**src/rtl/lsu_pkg.sv**
```systemverilog
// Shared definitions for the split-access load/store unit: funct3 encodings,
// FSM state type and access-size helpers.
package lsu_pkg;

  // Load encodings
  localparam logic [2:0] F3_LB  = 3'b000;
  localparam logic [2:0] F3_LH  = 3'b001;
  localparam logic [2:0] F3_LW  = 3'b010;
  localparam logic [2:0] F3_LD  = 3'b011;
  localparam logic [2:0] F3_LBU = 3'b100;
  localparam logic [2:0] F3_LHU = 3'b101;
  localparam logic [2:0] F3_LWU = 3'b110;

  // Store encodings
  localparam logic [2:0] F3_SB  = 3'b000;
  localparam logic [2:0] F3_SH  = 3'b001;
  localparam logic [2:0] F3_SW  = 3'b010;
  localparam logic [2:0] F3_SD  = 3'b011;

  typedef enum logic [1:0] {
    ST_IDLE  = 2'd0,
    ST_BEAT0 = 2'd1,
    ST_BEAT1 = 2'd2,
    ST_RESP  = 2'd3
  } lsu_state_e;

  // Access size in bytes from the low two funct3 bits (1, 2, 4 or 8)
  function automatic logic [3:0] size_bytes(input logic [2:0] f3);
    case (f3[1:0])
      2'd0:    return 4'd1;
      2'd1:    return 4'd2;
      2'd2:    return 4'd4;
      default: return 4'd8;
    endcase
  endfunction

  // Whether funct3 names a real access for this direction and word width
  function automatic logic f3_legal(input logic store, input logic [2:0] f3,
                                    input logic wide);
    if (store) begin
      case (f3)
        F3_SB, F3_SH, F3_SW: return 1'b1;
        F3_SD:               return wide;
        default:             return 1'b0;
      endcase
    end else begin
      case (f3)
        F3_LB, F3_LH, F3_LW, F3_LBU, F3_LHU: return 1'b1;
        F3_LD, F3_LWU:                       return wide;
        default:                             return 1'b0;
      endcase
    end
  endfunction

endpackage

```
**src/rtl/lsu_split_access_align.sv**
```systemverilog
// Byte-lane steering for the LSU: store rotate/mask generation for both beats,
// and load merge/rotate/extend from the two captured read words.
module lsu_align
  import lsu_pkg::*;
#(
  parameter int XLEN = 32
) (
  input  logic [$clog2(XLEN/8)-1:0] off,
  input  logic [2:0]                funct3,
  input  logic [XLEN-1:0]           wdata,
  output logic [XLEN/8-1:0]         mask0,
  output logic [XLEN/8-1:0]         mask1,
  output logic [XLEN-1:0]           wdata0,
  output logic [XLEN-1:0]           wdata1,
  input  logic [XLEN-1:0]           rdata0,
  input  logic [XLEN-1:0]           rdata1,
  output logic [XLEN-1:0]           load_data
);

  localparam int BYTES = XLEN/8;

  logic [3:0]         size;
  logic [2*BYTES-1:0] span;
  logic [2*BYTES-1:0] span_sh;
  logic [2*XLEN-1:0]  rot_w;
  logic [XLEN-1:0]    rot;
  logic [2*XLEN-1:0]  merged;

  // Expand a byte mask into a bit mask
  function automatic logic [XLEN-1:0] lanes(input logic [BYTES-1:0] m);
    logic [XLEN-1:0] r;
    r = '0;
    for (int i = 0; i < BYTES; i++) r[8*i +: 8] = {8{m[i]}};
    return r;
  endfunction

  // Truncate to the access size, then sign- or zero-extend (funct3[2] = unsigned)
  function automatic logic [XLEN-1:0] extend(input logic [XLEN-1:0] d,
                                             input logic [2:0] f3);
    logic [XLEN-1:0] r;
    logic            sgn;
    logic [3:0]      sz;
    sz = size_bytes(f3);
    case (f3[1:0])
      2'd0:    sgn = d[7];
      2'd1:    sgn = d[15];
      default: sgn = d[31];
    endcase
    sgn = sgn & ~f3[2];
    for (int i = 0; i < XLEN; i++) r[i] = (i < 8*int'(sz)) ? d[i] : sgn;
    return r;
  endfunction

  // Lane masks, rotated store data and merged load data
  always_comb begin
    size = size_bytes(funct3);
    for (int i = 0; i < 2*BYTES; i++) span[i] = (i < int'(size));
    // Two-word span: the low half is beat0's lanes, the high half beat1's
    span_sh = span << off;
    mask0   = span_sh[BYTES-1:0];
    mask1   = span_sh[2*BYTES-1:BYTES];
    rot_w   = {wdata, wdata} << {off, 3'b000};
    rot     = rot_w[2*XLEN-1:XLEN];
    wdata0  = rot & lanes(mask0);
    wdata1  = rot & lanes(mask1);
    merged  = {rdata1, rdata0} >> {off, 3'b000};
    load_data = extend(merged[XLEN-1:0], funct3);
  end

endmodule

```
**src/rtl/lsu_split_access.sv**
```systemverilog
// Memory-stage load/store unit. Accepts one access at a time, issues one or two
// aligned beats to a variable-latency single-port memory, and returns a
// one-cycle response with extended load data or fault flags.
module lsu_split_access
  import lsu_pkg::*;
#(
  parameter int XLEN        = 32,
  parameter int ADDR_W      = 32,
  parameter bit MISALIGN_EN = 1'b1
) (
  input  logic              clk,
  input  logic              rst,
  input  logic              req_valid,
  output logic              req_ready,
  input  logic              req_store,
  input  logic [2:0]        funct3,
  input  logic [ADDR_W-1:0] addr,
  input  logic [XLEN-1:0]   wdata,
  output logic              stall,
  output logic              rsp_valid,
  output logic [XLEN-1:0]   rsp_rdata,
  output logic              rsp_misalign,
  output logic              rsp_illegal,
  output logic              mem_cs_n,
  output logic              mem_we_n,
  output logic [ADDR_W-1:0] mem_addr,
  output logic [XLEN/8-1:0] mem_wmask,
  output logic [XLEN-1:0]   mem_wdata,
  input  logic [XLEN-1:0]   mem_rdata,
  input  logic              mem_valid
);

  localparam int BYTES = XLEN/8;
  localparam int OFF_W = $clog2(BYTES);

  lsu_state_e state, nxt;

  // Captured request and first read beat
  logic [ADDR_W-1:0] addr_p0;
  logic [2:0]        f3_p0;
  logic              store_p0;
  logic [XLEN-1:0]   wdata_p0;
  logic [XLEN-1:0]   rdata0_p0;

  // Request view: live inputs while idle, captured copy while busy
  logic [ADDR_W-1:0] a_cur;
  logic [2:0]        f3_cur;
  logic              store_cur;
  logic [XLEN-1:0]   wd_cur;
  logic [OFF_W-1:0]  off_cur;
  logic [ADDR_W-1:0] word_cur;
  logic [3:0]        size_cur;
  logic              cross_cur;
  logic              legal_cur;

  logic [BYTES-1:0]  mask0, mask1;
  logic [XLEN-1:0]   wdata0, wdata1;
  logic [XLEN-1:0]   beat0_rd;
  logic [XLEN-1:0]   load_data;

  // Decode the access currently being worked on
  always_comb begin
    if (state == ST_IDLE) begin
      a_cur     = addr;
      f3_cur    = funct3;
      store_cur = req_store;
      wd_cur    = wdata;
    end else begin
      a_cur     = addr_p0;
      f3_cur    = f3_p0;
      store_cur = store_p0;
      wd_cur    = wdata_p0;
    end
    off_cur   = a_cur[OFF_W-1:0];
    word_cur  = {a_cur[ADDR_W-1:OFF_W], {OFF_W{1'b0}}};
    size_cur  = size_bytes(f3_cur);
    cross_cur = (int'(off_cur) + int'(size_cur)) > BYTES;
    legal_cur = f3_legal(store_cur, f3_cur, XLEN == 64);
    // The first beat is still on the bus while in BEAT0
    beat0_rd  = (state == ST_BEAT0) ? mem_rdata : rdata0_p0;
  end

  lsu_align #(.XLEN(XLEN)) u_align (
    .off       (off_cur),
    .funct3    (f3_cur),
    .wdata     (wd_cur),
    .mask0     (mask0),
    .mask1     (mask1),
    .wdata0    (wdata0),
    .wdata1    (wdata1),
    .rdata0    (beat0_rd),
    .rdata1    (mem_rdata),
    .load_data (load_data)
  );

  // Next-state logic and pipeline handshake
  always_comb begin
    nxt       = state;
    req_ready = (state == ST_IDLE);
    stall     = ((state == ST_IDLE) & req_valid) | (state == ST_BEAT0) |
                (state == ST_BEAT1);
    case (state)
      ST_IDLE: begin
        if (req_valid) begin
          if (!legal_cur || (cross_cur && !MISALIGN_EN)) nxt = ST_RESP;
          else                                           nxt = ST_BEAT0;
        end
      end
      ST_BEAT0: if (mem_valid) nxt = cross_cur ? ST_BEAT1 : ST_RESP;
      ST_BEAT1: if (mem_valid) nxt = ST_RESP;
      default:  nxt = ST_IDLE;
    endcase
  end

  // State register; reset abandons any in-flight beat
  always_ff @(posedge clk or posedge rst) begin
    if (rst) state <= ST_IDLE;
    else     state <= nxt;
  end

  // Request and first-beat capture (data only, no reset needed)
  always_ff @(posedge clk) begin
    if ((state == ST_IDLE) && req_valid) begin
      addr_p0  <= addr;
      f3_p0    <= funct3;
      store_p0 <= req_store;
      wdata_p0 <= wdata;
    end
    if ((state == ST_BEAT0) && mem_valid) rdata0_p0 <= mem_rdata;
  end

  // Registered memory interface, held stable for the whole beat
  always_ff @(posedge clk or posedge rst) begin
    if (rst) begin
      mem_cs_n  <= 1'b1;
      mem_we_n  <= 1'b1;
      mem_addr  <= '0;
      mem_wmask <= '0;
      mem_wdata <= '0;
    end else if ((state == ST_IDLE) && (nxt == ST_BEAT0)) begin
      mem_cs_n  <= 1'b0;
      mem_we_n  <= ~req_store;
      mem_addr  <= word_cur;
      mem_wmask <= mask0;
      mem_wdata <= wdata0;
    end else if ((state == ST_BEAT0) && (nxt == ST_BEAT1)) begin
      // Next word; wraps naturally at the top of the address space
      mem_addr  <= word_cur + ADDR_W'(BYTES);
      mem_wmask <= mask1;
      mem_wdata <= wdata1;
    end else if ((state != ST_IDLE) && (nxt == ST_RESP)) begin
      mem_cs_n  <= 1'b1;
      mem_we_n  <= 1'b1;
      mem_addr  <= '0;
      mem_wmask <= '0;
      mem_wdata <= '0;
    end
  end

  // Response registers, live for exactly the RESP cycle
  always_ff @(posedge clk or posedge rst) begin
    if (rst) begin
      rsp_valid    <= 1'b0;
      rsp_rdata    <= '0;
      rsp_misalign <= 1'b0;
      rsp_illegal  <= 1'b0;
    end else if (nxt == ST_RESP) begin
      rsp_valid    <= 1'b1;
      rsp_illegal  <= (state == ST_IDLE) & ~legal_cur;
      rsp_misalign <= (state == ST_IDLE) & legal_cur & cross_cur & !MISALIGN_EN;
      rsp_rdata    <= ((state != ST_IDLE) && !store_cur) ? load_data : '0;
    end else begin
      rsp_valid    <= 1'b0;
      rsp_rdata    <= '0;
      rsp_misalign <= 1'b0;
      rsp_illegal  <= 1'b0;
    end
  end

endmodule

```
**config.mk**
```make
export PLATFORM = sky130hd
export DESIGN_NAME = lsu_split_access
export DESIGN_NICKNAME = d
export VERILOG_FILES = /design/src/rtl/lsu_pkg.sv /design/src/rtl/lsu_split_access_align.sv /design/src/rtl/lsu_split_access.sv
export SDC_FILE = /design/constraint.sdc
export NUM_CORES = 1
export LEC_CHECK = 0
export ABC_AREA = 1
export BUFFER_PORTS_ARGS = -buffer_cell sky130_fd_sc_hd__buf_2
export CAP_MARGIN = 20
export CORE_AREA = 10 10 152 154
export CTS_CLUSTER_DIAMETER = 60
export DETAILED_ROUTE_END_ITERATION = 8
export DIE_AREA = 0 0 162 164
export PLACE_DENSITY = 0.95
export SYNTH_ARGS = -nofsm -noshare
export SYNTH_HDL_FRONTEND = slang
export SYNTH_SLANG_ARGS = --single-unit
```
**constraint.sdc**
```tcl
create_clock -name clk -period 6.4 [get_ports clk]
set_input_delay 0.96 -clock clk [delete_from_list [all_inputs] [get_ports clk]]
set_output_delay 0.96 -clock clk [all_outputs]
set_load 0.01 [all_outputs]
```
Word-level counts from Yosys, hierarchy flattened. Cells that the tools add are included.

Add/sub/neg operators: 2. $lt $le $gt $ge: 41. Equal/unequal tests: 12. Shifts and indexed selects: 3. Multiplexer cells: 64. Bitwise operators: 10. Reduce and logical (&&, ||, !) cells: 16.

Operator list (number): two-way mux 32 bit (10); less-than comparator 5 x 7 -> 1 bit (first input constant) (16); AND 32 bit (2); left shift 64 x 5 -> 64 bit (1); right shift 64 x 5 -> 32 bit (1); less-than comparator 4 x 7 -> 1 bit (first input constant) (8); two-way mux 1 bit (43); adder 32 x 3 -> 32 bit (second input constant) (1); less-than comparator 3 x 7 -> 1 bit (first input constant) (4); less-than comparator 3 x 4 -> 1 bit (first input constant) (4); less-than comparator 1 x 7 -> 1 bit (first input constant) (2); less-than comparator 2 x 7 -> 1 bit (first input constant) (2); two-way mux 4 bit (3); one-hot mux 4 bit (3 select lines) (1); equality test 2 bit (second input constant) (4); less-than comparator 1 x 4 -> 1 bit (first input constant) (2); less-than comparator 2 x 4 -> 1 bit (first input constant) (2); two-way mux 2 bit (4); left shift 8 x 2 -> 8 bit (1); equality test 2 x 1 -> 1 bit (second input constant) (3); equality test 3 bit (second input constant) (2); logical AND 1 bit (6); one-hot mux 2 bit (3 select lines) (1); adder 2 x 4 -> 5 bit (1); other kinds (17) (24).

Register bits: 206. Bits of input ports: 104. Output and inout bits: 107. Logic and storage cells: 162.

Longest topological paths before layout.
Depth in word-level cells: 14. Depth in mapped cells: 23. Depth with buffers taken out: 20.

By module. A second synthesis with hierarchy kept.

Cell total of the unflattened synthesis: 1756. Area, all modules: 12330.6 sq um.

By module, submodules not included: lsu_split_access (instances 1, cells each 1281, area each 10136.0 sq um, sequential area each 5607.9 sq um); lsu_align (instances 1, cells each 475, area each 2194.6 sq um, sequential area each 0.0 sq um).

Worst setup path before layout. No wires, ideal clock.

Path kind: input to register. From: input req_valid. To: register mem_addr[10]. Library setup time: 0.119 ns. Arrival: 3.407 ns. Setup slack: 2.874 ns. Stages: 9. Path buffers: 2. Path through: nand2_1 > inv_1 > nand3_1 > nand3_2 > nand3_2 > buf_4 > buf_4 > nand4_1 > nand2_1.

Word-level cells in the longest chain between the ends: 6. Elaborated cells on any way between the ends: 11. Classes of those cells: 3 x eq/ne; 4 x mux; 4 x reduce/logical.

Ends and longest elaborated chain: start: declaration (RTL line lsu_split_access.sv:13) `input logic req_valid,`; two-way mux 2 bit (*) (RTL line lsu_split_access.sv:104) `if (req_valid) begin`; one-hot mux 2 bit (3 select lines) (*) (RTL line lsu_split_access.sv:102) `case (state)`; equality test 2 bit (RTL line lsu_split_access.sv:146) `end else if ((state == ST_BEAT0) && (nxt == ST_BEAT1)) begin`; logical AND 1 bit (RTL line lsu_split_access.sv:146); two-way mux 32 bit (RTL line lsu_split_access.sv:146); two-way mux 32 bit (RTL line lsu_split_access.sv:140) `end else if ((state == ST_IDLE) && (nxt == ST_BEAT0)) begin`; end signal: assignment (RTL line lsu_split_access.sv:143) `mem_addr <= word_cur;`; end signal: assignment (RTL line lsu_split_access.sv:148) `mem_addr <= word_cur + ADDR_W'(BYTES);`; end: declaration (RTL line lsu_split_access.sv:26) `output logic [ADDR_W-1:0] mem_addr,`.

Mark *: on every way between the ends. The rest lies on a longest branch, timed or not. A chain may end at the register's enable or synchronous reset.

Final worst setup path.
From: register state[0]. To: register mem_wdata[27].

Word-level cells in the longest chain between the ends: 13. Elaborated cells on any way between the ends: 51. Classes of those cells: 1 x add/sub; 9 x order compare; 11 x eq/ne; 2 x shift; 16 x mux; 2 x bitwise; 10 x reduce/logical.

Ends and longest elaborated chain: start: declaration (RTL line lsu_split_access.sv:36) `lsu_state_e state, nxt;`; start signal: assignment (RTL line lsu_split_access.sv:118) `else state <= nxt;`; logical NOT 2 bit (RTL line lsu_split_access.sv:63, lsu_split_access.sv:102, lsu_split_access.sv:140); two-way mux 3 bit (RTL line lsu_split_access.sv:63) `if (state == ST_IDLE) begin`; equality test 2 bit, or another cell as far along (RTL line lsu_pkg.sv:29) `case (f3[1:0])`; one-hot mux 4 bit (3 select lines), or another cell as far along (RTL line lsu_pkg.sv:29); adder 2 x 4 -> 5 bit, or another cell as far along (RTL line lsu_split_access.sv:77) `cross_cur = (int'(off_cur) + int'(size_cur)) > BYTES;`; > comparator 5 x 3 -> 1 bit or two-way mux 1 bit (tied branches) (RTL line lsu_split_access.sv:77, lsu_pkg.sv:40); two-way mux 1 bit or two-way mux 2 bit (tied branches) (RTL line lsu_split_access.sv:109, lsu_split_access.sv:105); two-way mux 2 bit (on tied branches) (RTL line lsu_split_access.sv:109, lsu_split_access.sv:104); one-hot mux 2 bit (3 select lines) (RTL line lsu_split_access.sv:102); equality test 2 bit (RTL line lsu_split_access.sv:146); logical AND 1 bit (RTL line lsu_split_access.sv:146); two-way mux 32 bit (RTL line lsu_split_access.sv:146); two-way mux 32 bit (RTL line lsu_split_access.sv:140); end signal: assignment (RTL line lsu_split_access.sv:145) `mem_wdata <= wdata0;`; end signal: assignment (RTL line lsu_split_access.sv:150) `mem_wdata <= wdata1;`; end: declaration (RTL line lsu_split_access.sv:28) `output logic [XLEN-1:0] mem_wdata,`.

Parallel ways exist; a longest one is shown, timed or not.

==> results.sh <==
export IMPL_path_clk_slew_ps=70
export IMPL_port_buffers=207
export IMPL_numClockSinks=204
export IMPL_ir_worst_vdd_uv=366
export IMPL_maxCapViolCount=0
export IMPL_hp_class="input port to asynchronous set/reset pin"
export IMPL_pin_count=211
export IMPL_slowest_stage="dfrtp_1"
export IMPL_final_design_area_no_fill_mm2=0.0141
export IMPL_cp_data_required_time_ps=6800
export IMPL_synth_avg_cell_area_um2=7.35
export IMPL_finalSetupTns_ps=0
export IMPL_slew_violations=0
export IMPL_outcome="complete, no violations"
export IMPL_cp_slowest_stage_delay_ps=680
export IMPL_ys_top_cells_by_area="edfxtp_1, dfrtp_1, nand2_1, nor2_1, nand4_1"
export IMPL_grt_util_all_layers_pct=29.8
export IMPL_slew_headroom_pct=39.2
export IMPL_grt_pass1_wl_um=63500
export IMPL_skew_ps=30.6
export IMPL_period_share_pct=74.8
export IMPL_dieArea_mm2=0.0266
export IMPL_drc=0
export IMPL_async_reset_ff_share_pct=51.0
export IMPL_routedWlPerCell_um=19.6
export IMPL_synth_warnings=0
export IMPL_ys_types=42
export IMPL_clock_path_buffers=3
export IMPL_post_cts_setup_buffer_count=0
export IMPL_hold_viol_final=0
export IMPL_syn_to_final_growth_pct=15.4
export IMPL_gp_congestion=0.988
export IMPL_powerDensity_mw_per_mm2=535
export IMPL_synth_edff_count=100
export IMPL_ant_nets=0
export IMPL_rsz0062_at_grt="no"
export IMPL_vias=12300
export IMPL_ys_seq_elements=204
export IMPL_first_iter_violations=1942
export IMPL_leakagePower_nw=6.99
export IMPL_crit_top_cell="nand2_1"
export IMPL_setup_viol=0
export IMPL_die_y_um=164
export IMPL_fmax_mhz=209
export IMPL_num_rows=52
export IMPL_ctsResizeCount=0
export IMPL_path_delay_family="simple AND/OR/NAND/NOR gates"
export IMPL_ys_seq_area_share_pct=45.9
export IMPL_insertion_delay_ps=530
export IMPL_worst_path_buf_inv=3
export IMPL_netlist_area_leader_share_pct=24.6
export IMPL_antenna_found_initial=0
export IMPL_cp_end_kind="flip-flop"
export IMPL_yosysTopAreaCell="edfxtp_1"
export IMPL_grt_pass1_vias=11100
export IMPL_die_x_um=162
export IMPL_cp_start_kind="flip-flop"
export IMPL_synth_top_flop_cell="dfrtp_1"
export IMPL_routed_wl_um=41200
export IMPL_nNetsFinal=1917
export IMPL_critical_path_class="flip-flop to flip-flop"
export IMPL_via_per_inst=5.88
export IMPL_drive_above_1_share_pct=16.5
export IMPL_syn_cell_area_mm2=0.0122
export IMPL_placed_area_mm2=0.0132
export IMPL_grt_start_max_net_pins=122
export IMPL_overflow=0
export IMPL_netlist_instances=1663
export IMPL_min_period_ps=4790
export IMPL_root_buffer="clkbuf_16"
export IMPL_crit_path_max_fanout=39
export IMPL_dp_hpwl_um=29600
export IMPL_first_pass_iters=6
export IMPL_cp_cell_sequence="nor2_4 -> nand2_1 -> nand2_2 -> inv_2 -> nor2_1 -> ha_1 -> inv_1 -> fa_1 -> nand2_1 -> nand3_1 -> nand2_1 -> nand2_1 -> nand2_1 -> nand2_2 -> nand3_2 -> buf_4 -> nand4_1 -> nand2_1"
export IMPL_hold_buffers=0
export IMPL_cts_htree_levels=1
export IMPL_crit_arrival_ps=5180
export IMPL_worst_pin_slew_ps=912
export IMPL_initial_utilization_pct=61.0
export IMPL_cts_buffers=24
export IMPL_coreArea_mm2=0.0200
export IMPL_cts_tree="yes"
## final timing paths
kind	slack (ps)	depth (start not counted)	startpoint	to
min reg2reg	490	2	mem_cs_n$_DFFE_PP1P_	mem_cs_n$_DFFE_PP1P_
min	410	2	rst	rsp_rdata[25]$_DFF_PP0_
max in group asynchronous	5040	4	rst	mem_cs_n$_DFFE_PP1P_
min in group clk	490	2	mem_cs_n$_DFFE_PP1P_	mem_cs_n$_DFFE_PP1P_
max reg2reg	1610	18	state[0]$_DFF_PP0_	mem_wdata[27]$_DFFE_PP0P_
max	1610	18	state[0]$_DFF_PP0_	mem_wdata[27]$_DFFE_PP0P_
## area by class of cell
cell class                 count  area (um^2)
fill                        1696         5940
multi-input combinational   1248         5670
sequential                   204         5610
timing repair buffer         223         1210
clock buffer                  34          747
inverter                     109          412
tap                          270          338
clock inverter                10          118
antenna                        1         2.50
## power by group
part	leakage [nW]	switching, mW	internal (mW)
Sequential	2.31	0.158	1.73
Combinational	4.25	3.07	1.11
Clock	0.428	0.570	0.902
## layer usage
layer / track usage (%) / wire length (um) / part of all wire, %
met5: 0 / 0 / 0
met4: 4.76 / 503 / 1.2
met3: 8.99 / 6290 / 15
met2: 41.6 / 17100 / 41
met1: 45.2 / 17300 / 42
## cell usage after synthesis (23+ instances only)
cell      count
nand2_1     543
nor2_1      248
inv_1       103
dfrtp_1     102
edfxtp_1    100
o21ai_0     100
nand3_1      90
nand4_1      80
o211ai_1     53
buf_2        44
o21ai_1      33
clkbuf_1     25
nor3_1       23
## layout by cell type (no fill, tap or decap), drive strengths merged
| master | instances |
|---|---|
| a21boi | 1 |
| a21oi | 21 |
| a22o | 1 |
| a31oi | 5 |
| and2 | 1 |
| buf | 223 |
| bufinv | 2 |
| clkbuf | 34 |
| clkinv | 7 |
| conb | 3 |
| dfrtp | 102 |
| dfstp | 2 |
| diode | 1 |
| edfxtp | 100 |
| fa | 1 |
| ha | 2 |
| inv | 110 |
| mux2i | 1 |
| nand2 | 552 |
| nand3 | 92 |
| nand3b | 1 |
| nand4 | 80 |
| nor2 | 254 |
| nor3 | 23 |
| nor3b | 1 |
| o2111ai | 1 |
| o211ai | 53 |
| o21a | 2 |
| o21ai | 134 |
| or2 | 9 |
| xor2 | 10 |
## registers in the layout, summed over array words and instances (netlist names), 2 cells and up
name	count
mem_addr	30
rdata0_p0	32
f3_p0	3
wdata_p0	32
rsp_rdata	32
state	2
mem_wmask	4
addr_p0	32
mem_wdata	32
## cells by family after synthesis
group	after synthesis	synth area share, %
fa+ha+maj	3	0.369
flops	204	45.9
compound gates	218	10.3
mux	1	0.0819
simple gates	1013	34.7
buf+inv	213	7.88
xor+xnor	10	0.717
other cells	1	0.0307
## metrics by stage
| stage | setup slack [ps] | std cells | util [%] | hold WS, ps | power [mW] |
|---|---|---|---|---|---|
| after floorplan | 2710 | 1665 | - | 473 | 4.81 |
| after global placement | 1850 | 2052 | 65.8 | 454 | 5.79 |
| after detailed placement | 1720 | 2052 | 65.8 | 476 | 5.89 |
| after CTS | 1740 | 2096 | 70.1 | 402 | 7.39 |
| after global routing | 1300 | 2098 | 70.4 | 425 | 8.04 |
| final | 1610 | 2099 | 70.4 | 405 | 7.55 |
(Power assumes the default switching activity.)
